<file path="src/rtl/sram_port_arbiter.sv">
// Round-robin arbiter and sequencer sharing one single-port SRAM among N_REQ requesters.
// After reset it optionally zero-fills the whole array before opening the request ports.
module sram_port_arbiter #(
    parameter int N_REQ      = 4,
    parameter int ADDR_WIDTH = 9,
    parameter int DATA_WIDTH = 128,
    parameter int INIT_EN    = 1,
    localparam int IDW       = (N_REQ > 1) ? $clog2(N_REQ) : 1,
    localparam int BEW       = DATA_WIDTH / 8
) (
    input  logic                        clk,
    input  logic                        rst_n,
    input  logic [N_REQ-1:0]            req_vld,
    output logic [N_REQ-1:0]            req_rdy,
    input  logic [N_REQ-1:0]            req_wr,
    input  logic [N_REQ*ADDR_WIDTH-1:0] req_addr,
    input  logic [N_REQ*DATA_WIDTH-1:0] req_wdata,
    input  logic [N_REQ*BEW-1:0]        req_wbe,
    output logic                        rsp_vld,
    output logic [IDW-1:0]              rsp_id,
    output logic [DATA_WIDTH-1:0]       rsp_data,
    output logic                        mem_en,
    output logic                        mem_wr_en,
    output logic [ADDR_WIDTH-1:0]       mem_addr,
    output logic [DATA_WIDTH-1:0]       mem_wr_data,
    output logic [BEW-1:0]              mem_wr_byte_en,
    input  logic [DATA_WIDTH-1:0]       mem_rd_data,
    output logic                        init_done
);

    localparam int CW = IDW + 1;

    typedef enum logic {
        ST_INIT = 1'b0,
        ST_RUN  = 1'b1
    } state_t;

    state_t                state_q;
    logic [ADDR_WIDTH-1:0] init_addr_q;
    logic                  init_done_q;
    logic [IDW-1:0]        ptr_q;
    logic                  rsp_vld_q;
    logic [IDW-1:0]        rsp_id_q;

    logic [ADDR_WIDTH-1:0] addr_a  [N_REQ];
    logic [DATA_WIDTH-1:0] wdata_a [N_REQ];
    logic [BEW-1:0]        wbe_a   [N_REQ];

    logic                  any_vld;
    logic [IDW-1:0]        win_id;
    logic                  grant;
    logic [IDW-1:0]        ptr_d;

    for (genvar gi = 0; gi < N_REQ; gi++) begin : g_unpack
        assign addr_a[gi]  = req_addr[gi*ADDR_WIDTH +: ADDR_WIDTH];
        assign wdata_a[gi] = req_wdata[gi*DATA_WIDTH +: DATA_WIDTH];
        assign wbe_a[gi]   = req_wbe[gi*BEW +: BEW];
    end

    // First valid requester at or after the pointer, wrapping modulo N_REQ.
    always_comb begin
        logic [CW-1:0] cand;
        cand    = '0;
        any_vld = 1'b0;
        win_id  = '0;
        for (int k = 0; k < N_REQ; k++) begin
            cand = {1'b0, ptr_q} + CW'(k);
            if (cand >= CW'(N_REQ)) begin
                cand = cand - CW'(N_REQ);
            end
            if (!any_vld && req_vld[cand[IDW-1:0]]) begin
                any_vld = 1'b1;
                win_id  = cand[IDW-1:0];
            end
        end
    end

    // Gating with rst_n keeps the SRAM and the ports quiet while reset is held.
    assign grant = rst_n && (state_q == ST_RUN) && any_vld;
    assign ptr_d = (win_id == IDW'(N_REQ - 1)) ? '0 : win_id + 1'b1;

    always_comb begin
        req_rdy = '0;
        if (grant) begin
            req_rdy[win_id] = 1'b1;
        end
    end

    always_comb begin
        mem_en         = 1'b0;
        mem_wr_en      = 1'b0;
        mem_addr       = '0;
        mem_wr_data    = '0;
        mem_wr_byte_en = '0;
        if (rst_n && (state_q == ST_INIT)) begin
            mem_en         = 1'b1;
            mem_wr_en      = 1'b1;
            mem_addr       = init_addr_q;
            mem_wr_byte_en = '1;
        end else if (grant) begin
            mem_en         = 1'b1;
            mem_wr_en      = req_wr[win_id];
            mem_addr       = addr_a[win_id];
            mem_wr_data    = wdata_a[win_id];
            mem_wr_byte_en = wbe_a[win_id];
        end
    end

    always_ff @(posedge clk or negedge rst_n) begin
        if (!rst_n) begin
            state_q     <= (INIT_EN != 0) ? ST_INIT : ST_RUN;
            init_addr_q <= '0;
            init_done_q <= (INIT_EN == 0);
            ptr_q       <= '0;
            rsp_vld_q   <= 1'b0;
            rsp_id_q    <= '0;
        end else begin
            case (state_q)
                ST_INIT: begin
                    rsp_vld_q <= 1'b0;
                    if (init_addr_q == '1) begin
                        state_q     <= ST_RUN;
                        init_done_q <= 1'b1;
                    end else begin
                        init_addr_q <= init_addr_q + 1'b1;
                    end
                end
                ST_RUN: begin
                    rsp_vld_q <= grant && !req_wr[win_id];
                    if (grant) begin
                        ptr_q <= ptr_d;
                        if (!req_wr[win_id]) begin
                            rsp_id_q <= win_id;
                        end
                    end
                end
                default: begin
                    state_q <= ST_RUN;
                end
            endcase
        end
    end

    assign rsp_vld   = rsp_vld_q;
    assign rsp_id    = rsp_id_q;
    assign rsp_data  = mem_rd_data;
    assign init_done = init_done_q;

endmodule

</file>
<file path="config.mk">
export PLATFORM = sky130hd
export DESIGN_NAME = sram_port_arbiter
export DESIGN_NICKNAME = d
export VERILOG_FILES = /design/src/rtl/sram_port_arbiter.sv
export SDC_FILE = /design/constraint.sdc
export NUM_CORES = 1
export LEC_CHECK = 0
export CELL_PAD_IN_SITES_DETAIL_PLACEMENT = 1
export CELL_PAD_IN_SITES_GLOBAL_PLACEMENT = 2
export CORE_AREA = 2 2 404 406
export DETAILED_ROUTE_END_ITERATION = 10
export DIE_AREA = 0 0 406 408
export PLACE_DENSITY_LB_ADDON = 0.1
export SLEW_MARGIN = 40
export SYNTH_ARGS = -nofsm -noshare
export SYNTH_HDL_FRONTEND = slang
export SYNTH_SLANG_ARGS = --single-unit
</file>
<file path="constraint.sdc">
create_clock -name clk -period 2.6 [get_ports clk]
set_input_delay 0.52 -clock clk [delete_from_list [all_inputs] [get_ports clk]]
set_output_delay 0.52 -clock clk [all_outputs]
set_load 0.05 [all_outputs]
</file>
==> metrics <==
violated checks negative setup slack; GRT Total Usage about a tenth; Nets between 2000 and 3000; TNS Setup -64210 ps; I/O pins approximately 1000; syn avg cell area approximately 7.5 um^2; crit-path max FO 6; Max-cap violations 0; Synthesized Nets 1749; sw frac just under 40%; via-per-instance ratio 2.83; Hold Path Class register to register; die area ~170000 um^2; Seq. cell area ~400 um^2; status complete, but fails checks; Max Freq 318 MHz; Detailed Place HPWL 73.4 mm; clock skew between 3 and 4 ps; Net Sw Power around 0.0016 W; RSZ-0062 raised after global routing yes; RD Place Congestion about 0.75; Synth Instances approximately 990; ys async rst share 100%; P_int between 0.002 and 0.003 W; P_leak approximately 8.2 nW; critical path arrival 2620 ps; Rows 148; synthesis warning total 0; Num CTS Buffers 3; Die X a little over 400 um; Post-synth EDFFs 0; Max clock buf depth 2; Hold WS 478 ps; I/O Buffers 784; Worst slew margin 58.6%; Final Hold Viols 0; Core Area approximately 160000 um^2; global route overflow 0; PwrDens about 160 nW/um^2; clk sinks 16; Seq/Total Area, Yosys between 5 and 6%; Post-route DRC 0; TritonRoute pass-1 iters 4; Tot Pwr just over 0.004 W; FF+latch count, synth 16; number of global-route vias before repair between 10000 and 15000; Cell variety after synth 35; CTS clk-pin slew, worst paths ~50 ps; Die Height 408 um; final worst-path cycle share 121%; Starting Density 4.60%; logic gate share of total power a little under nine tenths; Max VDD drop between 0.00015 and 0.0002 V; Area Growth Syn to Fin 250%; initial DRC count between 200 and 300; commonest register cell after synthesis dfrtp_1; final worst slack -541 ps; clk_lat worst skew 250 ps; path type of the worst setup path primary input to output port; Clk pwr share 8.3%; critical path capture point type output port; fin. max-slew vios 0; post-route ant nets 0; Multi-input gate area 9160 um^2; slew at the pin closest to its max-slew limit about 620 ps; first-pass GRT wire length 117 mm; CTS root buffer clkbuf_16; fin util 16.1%; CTS H-tree depth 1; share of cells above drive strength 1 approximately 50%; Setup Viol. Count Final 158; initial antenna violation count 40; post-route minimum period 3140 ps; via count ~11000; largest net degree at the start of global routing 21; Req. time, crit path between 2000 and 2500 ps; Seq pwr share slightly above 6%; routed len/inst approximately 22 um; Startpoint Class primary input; filler cell count roughly 18000; CTS tree yes; final WL 89.2 mm; worst slack at placement -1170 ps; synthesized area 7440 um^2
==> per-stage QoR <==
step | cells | instance area (um^2)
after floorplan | 993 | 9250
after global placement | 3918 | 21500
after detailed placement | 3918 | 21500
after CTS | 3985 | 24700
after global routing | 4016 | 26000
final | 4017 | 26000
==> registers in the layout, summed over array words and instances (netlist names) <==
| signal | flops |
|---|---|
| init_addr_q | 9 |
| init_done | 1 |
| rsp_id | 2 |
| rsp_vld | 1 |
| ptr_q | 2 |
| state_q | 1 |
==> path summary, 6_finish.rpt <==
path,from,endpoint,slack [ps],cells past startpoint
worst min register to register,init_done,init_done,480,1
worst max-delay path,req_vld[2],mem_wr_data[119],-540,11
max in group asynchronous,rst_n,ptr_q[1],1590,4
worst min-delay path,init_done,init_done,480,1
min in group asynchronous,rst_n,init_addr_q[8],660,2
worst max register to register,ptr_q[1],rsp_id[1],160,11
==> kinds of logic (layout without fill, tap and decap cells) <==
logic type	count (synthesis)	count (layout)	synth area share, %
simple gates	298	298	21.3
buf+inv	236	1082	21.9
other cells	0	3	0
xor+xnor	7	7	0.825
fa+ha+maj	6	6	1.01
compound gates	278	278	29.1
mux	152	152	20.5
flops	16	16	5.38
==> final cells by class <==
class / count / area share [%]
diodes: 3 / 0.0289
clock buffers: 4 / 0.342
inverters: 5 / 0.183
multi-input cells: 741 / 35.2
flip-flops and latches: 16 / 1.54
well taps: 2175 / 10.5
repair buffers: 1073 / 52.2
==> cells in the final DEF, fill, tap and decap left out, types with 16 or more instances in the layout <==
cell type,count
buf_4,113
a211oi_4,189
buf_12,221
mux2i_2,48
mux2i_4,41
a211oi_2,66
mux2i_1,60
buf_16,30
nand3_2,18
and2_4,67
and2_0,25
and3_4,17
buf_6,43
and2_1,39
clkbuf_16,16
nand2_1,90
clkdlybuf4s50_1,621
buf_8,28
==> cells in the mapped netlist (3+ instances only) <==
cell type | n | share of area [%]
a211oi_1 | 242 | 24
buf_4 | 154 | 16
mux2i_1 | 149 | 20
nand2_1 | 91 | 4.6
and2_0 | 84 | 7.1
and2_1 | 48 | 4.0
buf_2 | 37 | 2.5
nand3_1 | 36 | 2.4
clkbuf_1 | 24 | 1.2
and3_1 | 19 | 1.6
buf_6 | 16 | 2.4
dfrtp_1 | 16 | 5.4
a211oi_2 | 14 | 2.4
a32o_1 | 9 | 1.2
nor2_1 | 9 | 0.45
ha_1 | 6 | 1.0
a21oi_1 | 5 | 0.34
xnor2_1 | 5 | 0.59
inv_1 | 3 | 0.15
==> what timing repair did <==
item | in CTS | in global routing
endpoints found under the setup margin | 160 | 160
gates resized for setup | 482 | 207
hold buffers | 0 | 0
cloned | 17 | 9
buffers inserted | 53 | 35
pin swaps | 153 | 98
==> critical path: stages <==
cell           delay (ps)
dlygate4sd2_1         270
nor2_2                160
nor2b_4                60
and4_4                220
buf_12                160
buf_12                140
buf_16                160
buf_8                 140
mux2i_4               200
a211oi_4              370
buf_12                190
==> per-layer routing <==
layer	GRT usage [%]	share of wire, %	routed length (um)	vias up
li1	-	-	-	5098
met1	11.4	38	33800	5526
met2	18.5	51	45200	557
met3	3.79	9.2	8210	127
met4	1.65	1.9	1710	50
met5	0	0.35	310	-
==> power by group through the flow <==
| stage | sequential (W) | combinational, W | clock (W) |
|---|---|---|---|
| after CTS | 0.000249 | 0.00335 | 0.000359 |
| after floorplan | 0.000254 | 0.00153 | 0 |
| after global routing | 0.000249 | 0.00374 | 0.000368 |
| after detailed placement | 0.000254 | 0.00261 | 0 |
| after global placement | 0.000254 | 0.00261 | 0 |
| final | 0.000249 | 0.00352 | 0.000341 |
Note: power is estimated with default switching activity, not from simulation.
